==> config.mk <==
export PLATFORM = sky130hd
export DESIGN_NAME = vec_stream_src
export DESIGN_NICKNAME = d
export VERILOG_FILES = /design/src/rtl/vec_stream_src.sv
export SDC_FILE = /design/constraint.sdc
export NUM_CORES = 1
export LEC_CHECK = 0
export ABC_AREA = 1
export BUFFER_PORTS_ARGS = -buffer_cell sky130_fd_sc_hd__clkbuf_2
export CAP_MARGIN = 20
export CORE_MARGIN = 1
export CORE_UTILIZATION = 59
export DETAILED_ROUTE_END_ITERATION = 16
export PLACE_DENSITY = 0.81
export SETUP_SLACK_MARGIN = 0.15
export SKIP_LAST_GASP = 1
export SLEW_MARGIN = 20
export SYNTH_ARGS = -nofsm -noshare
export SYNTH_HDL_FRONTEND = slang
export SYNTH_SLANG_ARGS = --single-unit
==> constraint.sdc <==
create_clock -name clk -period 3.1 [get_ports clk]
set_input_delay 0.775 -clock clk [delete_from_list [all_inputs] [get_ports clk]]
set_output_delay 0.775 -clock clk [all_outputs]
set_load 0.1 [all_outputs]
==> src/rtl/vec_stream_src.sv <==
// Vector stream source: reads `length` consecutive words from a latency-1 memory
// and streams them out with valid/ready, marking the final element with out_end.
module vec_stream_src #(
   parameter int DATA_WIDTH = 32,
   parameter int ADDR_WIDTH = 10,
   parameter int LEN_WIDTH  = 16,
   parameter int BUF_DEPTH  = 4
) (
   input  logic                  clk,
   input  logic                  rst_n,
   input  logic                  start,
   input  logic [ADDR_WIDTH-1:0] base_addr,
   input  logic [LEN_WIDTH-1:0]  length,
   output logic                  busy,
   output logic                  done,
   output logic                  mem_rd_en,
   output logic [ADDR_WIDTH-1:0] mem_addr,
   input  logic [DATA_WIDTH-1:0] mem_rd_data,
   output logic [DATA_WIDTH-1:0] out_data,
   output logic                  out_valid,
   input  logic                  out_ready,
   output logic                  out_end
);

   localparam int PTR_W = $clog2(BUF_DEPTH);
   localparam int OCC_W = PTR_W + 2;

   typedef enum logic [1:0] {IDLE, READ, DRAIN, DONE} state_t;

   state_t                state_q, state_d;
   logic [LEN_WIDTH-1:0]  len_q, len_d;
   logic [LEN_WIDTH-1:0]  rd_cnt_q, rd_cnt_d;
   logic                  rd_en_q, rd_en_d;
   logic [ADDR_WIDTH-1:0] addr_q, addr_d;
   logic                  rd_end_q, rd_end_d;
   logic                  infl_q, infl_d;
   logic                  infl_end_q, infl_end_d;
   logic                  busy_q, busy_d;
   logic                  done_q, done_d;
   logic [PTR_W-1:0]      wr_ptr_q, wr_ptr_d;
   logic [PTR_W-1:0]      rd_ptr_q, rd_ptr_d;
   logic [PTR_W:0]        count_q, count_d;
   logic [DATA_WIDTH-1:0] buf_data_q [BUF_DEPTH];
   logic                  buf_end_q  [BUF_DEPTH];

   logic             push, pop, credit_ok;
   logic [OCC_W-1:0] occ;

   assign out_valid = (count_q != '0);
   assign out_data  = buf_data_q[rd_ptr_q];
   assign out_end   = buf_end_q[rd_ptr_q];
   assign busy      = busy_q;
   assign done      = done_q;
   assign mem_rd_en = rd_en_q;
   assign mem_addr  = addr_q;

   // A read is outstanding from its strobe cycle until its data lands in the
   // buffer, so both pipeline stages count against the buffer credits.
   always_comb begin
      push      = infl_q;
      pop       = out_valid & out_ready;
      occ       = OCC_W'(count_q) + OCC_W'(infl_q) + OCC_W'(rd_en_q) - OCC_W'(pop);
      credit_ok = (occ < OCC_W'(BUF_DEPTH));
   end

   always_comb begin
      state_d    = state_q;
      len_d      = len_q;
      rd_cnt_d   = rd_cnt_q;
      rd_en_d    = 1'b0;
      addr_d     = addr_q;
      rd_end_d   = 1'b0;
      infl_d     = rd_en_q;
      infl_end_d = rd_end_q;
      busy_d     = busy_q;
      done_d     = 1'b0;
      wr_ptr_d   = push ? wr_ptr_q + PTR_W'(1) : wr_ptr_q;
      rd_ptr_d   = pop  ? rd_ptr_q + PTR_W'(1) : rd_ptr_q;
      count_d    = count_q + (PTR_W+1)'(push) - (PTR_W+1)'(pop);
      case (state_q)
         IDLE: begin
            busy_d = 1'b0;
            if (start) begin
               busy_d = 1'b1;
               if (length != '0) begin
                  // The first read goes out straight from the accepting edge.
                  len_d    = length;
                  rd_cnt_d = LEN_WIDTH'(1);
                  rd_en_d  = 1'b1;
                  addr_d   = base_addr;
                  rd_end_d = (length == LEN_WIDTH'(1));
                  state_d  = READ;
               end else begin
                  done_d  = 1'b1;
                  state_d = DONE;
               end
            end
         end
         READ: begin
            if (rd_cnt_q == len_q) begin
               state_d = DRAIN;
            end else if (credit_ok) begin
               rd_en_d  = 1'b1;
               addr_d   = addr_q + ADDR_WIDTH'(1);
               rd_end_d = (rd_cnt_q == len_q - LEN_WIDTH'(1));
               rd_cnt_d = rd_cnt_q + LEN_WIDTH'(1);
            end
         end
         DRAIN: begin
            if (pop && out_end) begin
               done_d  = 1'b1;
               state_d = DONE;
            end
         end
         DONE: begin
            busy_d  = 1'b0;
            state_d = IDLE;
         end
         default: state_d = IDLE;
      endcase
   end

   always_ff @(posedge clk or negedge rst_n) begin
      if (!rst_n) begin
         state_q    <= IDLE;
         len_q      <= '0;
         rd_cnt_q   <= '0;
         rd_en_q    <= 1'b0;
         addr_q     <= '0;
         rd_end_q   <= 1'b0;
         infl_q     <= 1'b0;
         infl_end_q <= 1'b0;
         busy_q     <= 1'b0;
         done_q     <= 1'b0;
         wr_ptr_q   <= '0;
         rd_ptr_q   <= '0;
         count_q    <= '0;
         for (int i = 0; i < BUF_DEPTH; i++) begin
            buf_data_q[i] <= '0;
            buf_end_q[i]  <= 1'b0;
         end
      end else begin
         state_q    <= state_d;
         len_q      <= len_d;
         rd_cnt_q   <= rd_cnt_d;
         rd_en_q    <= rd_en_d;
         addr_q     <= addr_d;
         rd_end_q   <= rd_end_d;
         infl_q     <= infl_d;
         infl_end_q <= infl_end_d;
         busy_q     <= busy_d;
         done_q     <= done_d;
         wr_ptr_q   <= wr_ptr_d;
         rd_ptr_q   <= rd_ptr_d;
         count_q    <= count_d;
         if (push) begin
            buf_data_q[wr_ptr_q] <= mem_rd_data;
            buf_end_q[wr_ptr_q]  <= infl_end_q;
         end
      end
   end

endmodule
==> metrics.txt, run 1 <==
Via Count 8,351; DP HPWL 15.02 mm; CP Capture Type output port; setup TNS 0 ns; post-CTS setup buffers 0; ys flop type dfrtp_1; # setup viols final 0; initial core utilization 0.6131; clock slew at reported path FFs 0.06 ns; routed length per instance 14.81 um; Syn Area/Cell 7.829 um^2; FP Rows 45; fin cells 1,510; Worst Path Arrival 2.01 ns; Critical Path Fanout Max 20; outcome completed; total grt overflow 0; max-slew violations 0; post-synthesis sequential area ratio 0.5001; CP most frequent cell buf_12; boundary pin count ~110; flops & latches, synth 189; Synth Net Count about 1,300; starting DRC count in detailed routing 668; Die Y between 100 and 150 um; Via-to-Cell Ratio 5.530; initial antenna violation count 0; Die W between 100 and 150 um; Hold WS between 0.3 and 0.4 ns; synth warn 0; H-tree Lvls 4; crit path time final 2.788 ns; area grow syn2layout 20.82%; placeable core region about 15,000 um^2; Final ANT Viol Nets 0; Clk Latency, worst-skew pair 0.44 ns; routability cong. ~0.94; synthesized area 9458 um^2; synthesized netlist cell count 1,208; largest net degree at the start of global routing 67; Yosys cell types 35; Tightest Pin Transition roughly 0.65 ns; Total Nets Final 1,368; share of layout cells above drive strength 1 0.1640; CP required 2.32 ns; Slew Limit Headroom 0.5628; slowest stage delay, CP 0.42 ns; RSZ-0062 raised after global routing false; FMAX 0.3587 GHz; Hold Fails Final Rpt 0; cts bufs inserted 17; DR pass1 iterations 5; placed cell count 1,480; Worst Setup Path Type reg2out; slowest cell on the critical path inv_1; EDFF count, synth 0; drt drc 0; Global Route Usage Sum 0.2886; Tcrit/Tclk final 0.8994; fillcell total 1,178; root buffer cell clkbuf_16; Final Skew around 0.010 ns; worst path cell trace inv_1 > buf_12 > o21ai_0 > o22ai_2 > buf_12; first-pass GRT wire length 37.55 mm; Die Area 16,540 um^2; Max Cap Viol 0; CTS Sinks 189; Core Util, Final 0.7407; Ant. Diodes 0; clk buf depth 2; fraction of registers with async set/reset 1.000; wirelength, routed between 20 and 25 mm; vias in the first global route 8,091; CTS tree yes; Port Buf Inserts 108; Hold/Removal Path Class in2async; Worst setup SP type flip-flop
-- worst paths after layout --
kind / from / to / slack [ns] / cells past startpoint
min in group clk: infl_end_d / infl_end_q / 0.36 / 0
hold / removal: rst_n / buf_data_q[7] / 0.32 / 1
hold reg to reg: infl_end_d / infl_end_q / 0.36 / 0
setup / recovery: rd_ptr_q[1] / out_data[3] / 0.31 / 5
setup reg to reg: count_q[1] / rd_cnt_q[14] / 0.56 / 18
max in group asynchronous: rst_n / len_q[6] / 1.93 / 2
-- routing by layer --
metal | vias to the layer above | track usage | part of all wire
met2 | 255 | 0.4998 | 0.51
li1 | 4098 | - | -
met1 | 3946 | 0.3569 | 0.42
met4 | 0 | 0.1232 | 0.025
met3 | 52 | 0.05031 | 0.044
met5 | - | 0 | 0
-- Yosys cell counts, types with 5 or more instances --
cell type / n / area share
a21oi_1: 10 / 0.0053
o21ai_0: 222 / 0.12
mux2i_1: 6 / 0.0064
nor2_1: 123 / 0.049
inv_2: 11 / 0.0044
o22ai_1: 32 / 0.021
nand4_1: 15 / 0.0099
ha_1: 17 / 0.022
xor2_1: 12 / 0.011
clkbuf_1: 54 / 0.021
nand2_1: 314 / 0.12
nor3_1: 11 / 0.0058
or2_2: 5 / 0.0033
nand3_1: 34 / 0.018
dfrtp_1: 189 / 0.50
inv_1: 102 / 0.040
o21ai_1: 23 / 0.012
-- cells in the final DEF, fill, tap and decap left out, drive strengths merged, types with 3 or more instances in the layout --
master	n
nor3	12
dfrtp	189
nor2	125
mux2i	6
o21ai	245
ha	17
nand3	34
nand4	15
nand2	318
or2	5
o22ai	32
xor2	12
inv	113
clkbuf	97
a21oi	11
buf	49
clkinv	3
-- stage by stage --
stage          area, um^2  setup slack [ns]
6_report            11430            0.3119
5_1_grt             11430            0.2334
4_1_cts             11420            0.2501
3_5_place_dp        10870            0.3351
3_3_place_gp        10870            0.3978
2_1_floorplan        9663            0.2023
-- what timing repair did --
action                                  4_1_cts  5_1_grt
hold buffers                                  0        0
endpoints found under the setup margin        0        1
gates resized for setup                       0        1
-- logic make-up (layout without fill, tap and decap cells) --
| family | count (synthesis) | count (layout) | share of synthesized area |
|---|---|---|---|
| muxes | 6 | 6 | 0.006350 |
| xor gates and xnor gates | 14 | 14 | 0.01296 |
| AOI/OAI and AO/OA | 294 | 294 | 0.1619 |
| DFF | 189 | 189 | 0.5001 |
| buffers and inverters | 175 | 266 | 0.07421 |
| adders and majority gates | 18 | 18 | 0.02461 |
| and+or+nand+nor | 512 | 512 | 0.2199 |
-- critical path: cells and delay by family, from the launching register on --
kind	cells	cell delay (ns)
flops	1	0.38
compound gates	2	0.33
buf+inv	3	0.86
-- area by class of cell --
cell class / count / area [um^2] / area share
sequential: 189 / 4731 / 0.4140
multi-input combinational: 844 / 4242 / 0.3712
timing repair buffer: 123 / 1209 / 0.1058
clock buffer: 23 / 467.9 / 0.04095
inverter: 113 / 424.2 / 0.03712
tap: 211 / 264.0 / 0.02310
clock inverter: 7 / 90.09 / 0.007884
-- flip-flops by register name (all words and copies together), names as in the netlist --
name	cells
infl_end_d	1
rd_cnt_q	16
mem_addr	10
buf_data_q	128
state_q	2
rd_ptr_q	2
len_q	16
count_q	3
busy	1
buf_end_q	4
wr_ptr_q	2
mem_rd_en	1
infl_q	1
done	1
infl_end_q	1
Power of run 1 is not shown: default switching activity piles up to over one toggle a cycle in this logic, so the estimate is an artifact.
==> run 2: changes to the inputs <==
Settings changed: BUFFER_PORTS_ARGS -buffer_cell sky130_fd_sc_hd__clkbuf_2 to -buffer_cell sky130_fd_sc_hd__buf_2.
==> run 2 against run 1 <==
Against the previous run: sequential share of layout area is 0.21 points lower; die area unchanged; final area rose by 0.51%; critical path depth did not move; register-to-register slack hardly changed; utilization up 0.38 points; worst setup slack got worse by 0.027 ns; clock skew fell by 0.0019 ns; first-iteration DRC count rose by 2.8%; routed wire length is the same; count of clock-buffer cells in the layout is the same; critical path type unchanged; highest routed layer unchanged.
==> metrics.txt, run 2 (synthesis results as in run 1) <==
Die W 128.6 um (unchanged); Tcrit/Tclk final 0.9083 (was 0.8994); post-place setup slack 0.3501 ns (was 0.3351 ns); max reg flops 128 (unchanged); Final ANT Viol Nets 0 (unchanged); slowest stage delay, CP 0.41 ns (was 0.42 ns); final worst slack 0.2844 ns (was 0.3119 ns); Port Buf Inserts 108 (unchanged); H-tree Lvls 4 (unchanged); FMAX 0.3552 GHz (was 0.3587 GHz); Die Area 16,540 um^2 (unchanged); Crit path max-delay family buffers and inverters (unchanged); Via Count 8,352 (was 8,351); Die Y 128.6 um (unchanged); area of the multi-input gates 4242 um^2 (unchanged); clock slew at reported path FFs 0.07 ns (was 0.06 ns); wirelength, routed 22.36 mm (unchanged); most frequent cells in the layout nand2_1, o21ai_0, dfrtp_1 (unchanged); slowest cell on the critical path dfrtp_2 (was inv_1); total grt overflow 0 (unchanged); Total Nets Final 1,369 (was 1,368); routability cong. 0.9217 (was 0.9370); fillcell total 1,150 (was 1,178); drt drc 0 (unchanged); hold path endpoint infl_end_q; Worst setup SP type flip-flop (unchanged); root buffer cell clkbuf_16 (unchanged); DP HPWL 14.70 mm (was 15.02 mm); cts bufs inserted 17 (unchanged); vias in the first global route 8,068 (was 8,091); worst path cell trace inv_2 > buf_12 > o21ai_0 > o22ai_2 > buf_12 (was inv_1 > buf_12 > o21ai_0 > o22ai_2 > buf_12); boundary pin count 109 (unchanged); Top reg by flops buf_data_q (unchanged); R2R depth 18 (unchanged); Slew Limit Headroom 0.5183 (was 0.5628); Tightest Pin Transition 0.7226 ns (was 0.6535 ns); routed length per instance 14.78 um (was 14.81 um); Hold/Removal Path Class reg2reg (was in2async); Max Cap Viol 0 (unchanged); FP Rows 45 (unchanged); Critical Path Fanout Max 44 (was 20); placeable core region 15,430 um^2 (unchanged); R2R Path End mem_addr[5] (was rd_cnt_q[14]); clk buf depth 2 (unchanged); WHS Path Cells 0; Worst Path Arrival 2.04 ns (was 2.01 ns); max-slew violations 0 (unchanged); Register Area 4731 um^2 (unchanged); # setup viols final 0 (unchanged); Via-to-Cell Ratio 5.520 (was 5.530); Global Route Usage Sum 0.2906 (was 0.2886); CTS tree yes (unchanged); CP bufs+invs 3 (unchanged); Crit Reg-Reg Startpoint count_q[1] (unchanged); initial core utilization 0.6131 (unchanged); first-pass GRT wire length 38.03 mm (was 37.55 mm); CP most frequent cell buf_12 (unchanged); largest net degree at the start of global routing 78 (was 67); RSZ-0062 raised after global routing false (unchanged); Clk Latency, worst-skew pair 0.43 ns (was 0.44 ns); Hold Crit Start infl_end_d; CTS Sinks 189 (unchanged); outcome completed (unchanged); starting DRC count in detailed routing 687 (was 668); Hold Fails Final Rpt 0 (unchanged); CP Capture Type output port (unchanged); DR pass1 iterations 5 (unchanged); Ant. Diodes 0 (unchanged); CP required 2.32 ns (about the same); R2R setup slack 0.56 ns (about the same); Final Skew 0.008266 ns (was 0.01017 ns); most common cell after layout, fill and taps aside nand2_1 (unchanged); initial antenna violation count 0 (unchanged); setup TNS 0 ns (unchanged); share of layout cells above drive strength 1 0.1674 (was 0.1640); Worst Setup Path Type reg2out (unchanged); area grow syn2layout 21.44% (was 20.82%); post-CTS setup buffers 0 (unchanged); Core Util, Final 0.7445 (was 0.7407); Largest regs buf_data_q (128), len_q (16), rd_cnt_q (16) (unchanged); crit path time final 2.816 ns (was 2.788 ns)
==> run 2: cell types whose count changed in the layout (fill, tap and decap cells not counted), sizes merged <==
cell      previous run  this run
buf                 49       124
clkbuf              97        23
clkinv               3         5
bufinv               2         3
clkinvlp             2         1
==> run 2: stage by stage <==
step           cell area (um^2)  hold slack (ns)  std cells
3_5_place_dp              10860           0.3451       1481
4_1_cts                   11480           0.3595       1513
3_3_place_gp              10860           0.3339       1481
5_1_grt                   11490           0.3645       1513
6_report                  11490           0.3632       1513
2_1_floorplan              9663           0.3312       1208
==> run 2: layer usage <==
layer	track usage	wire length, um
met5	0	0
met4	0.08858	396
met3	0.05572	1285
met2	0.5084	11370
met1	0.3661	9314
==> run 2: layout make-up <==
| class | instances | area share |
|---|---|---|
| Sequential cell | 189 | 0.4119 |
| Multi-Input combinational cell | 844 | 0.3693 |
| Timing Repair Buffer | 124 | 0.1048 |
| Clock buffer | 23 | 0.04248 |
| Inverter | 113 | 0.03693 |
| Tap cell | 211 | 0.02298 |
| Clock inverter | 9 | 0.01166 |
==> run 2: repair_timing <==
item,in CTS,in global routing
resized for setup,0,1
endpoints found under the setup margin,0,2
hold buffers,0,0
==> run 2: worst max path at each step <==
| stage | startpoint | endpoint | cells past startpoint |
|---|---|---|---|
| floorplan | count_q[1] | mem_addr[0] | 19 |
| detailed placement | out_ready | rd_cnt_q[13] | 17 |
| global route | rd_ptr_q[0] | out_data[12] | 5 |
| CTS | rd_ptr_q[0] | out_data[26] | 4 |
| finish | rd_ptr_q[0] | out_data[12] | 5 |
| global placement | out_ready | mem_addr[5] | 17 |
==> run 2: worst register-to-register path: stages, from the launching register on <==
cell and delay, ns:
dfrtp_1 0.42, inv_1 0.11, nand3_2 0.08, nand2_1 0.10, inv_1 0.08, ha_1 0.29, inv_1 0.05, ha_1 0.26
nand2_1 0.05, nand2_1 0.05, nand2_1 0.06, nand3_1 0.07, nand2_1 0.05, nor2_1 0.15, nand2_2 0.10, nand2_4 0.10
nand2_8 0.19, nor2_2 0.18, a21oi_2 0.04
Power of run 2 is left out for the same reason.
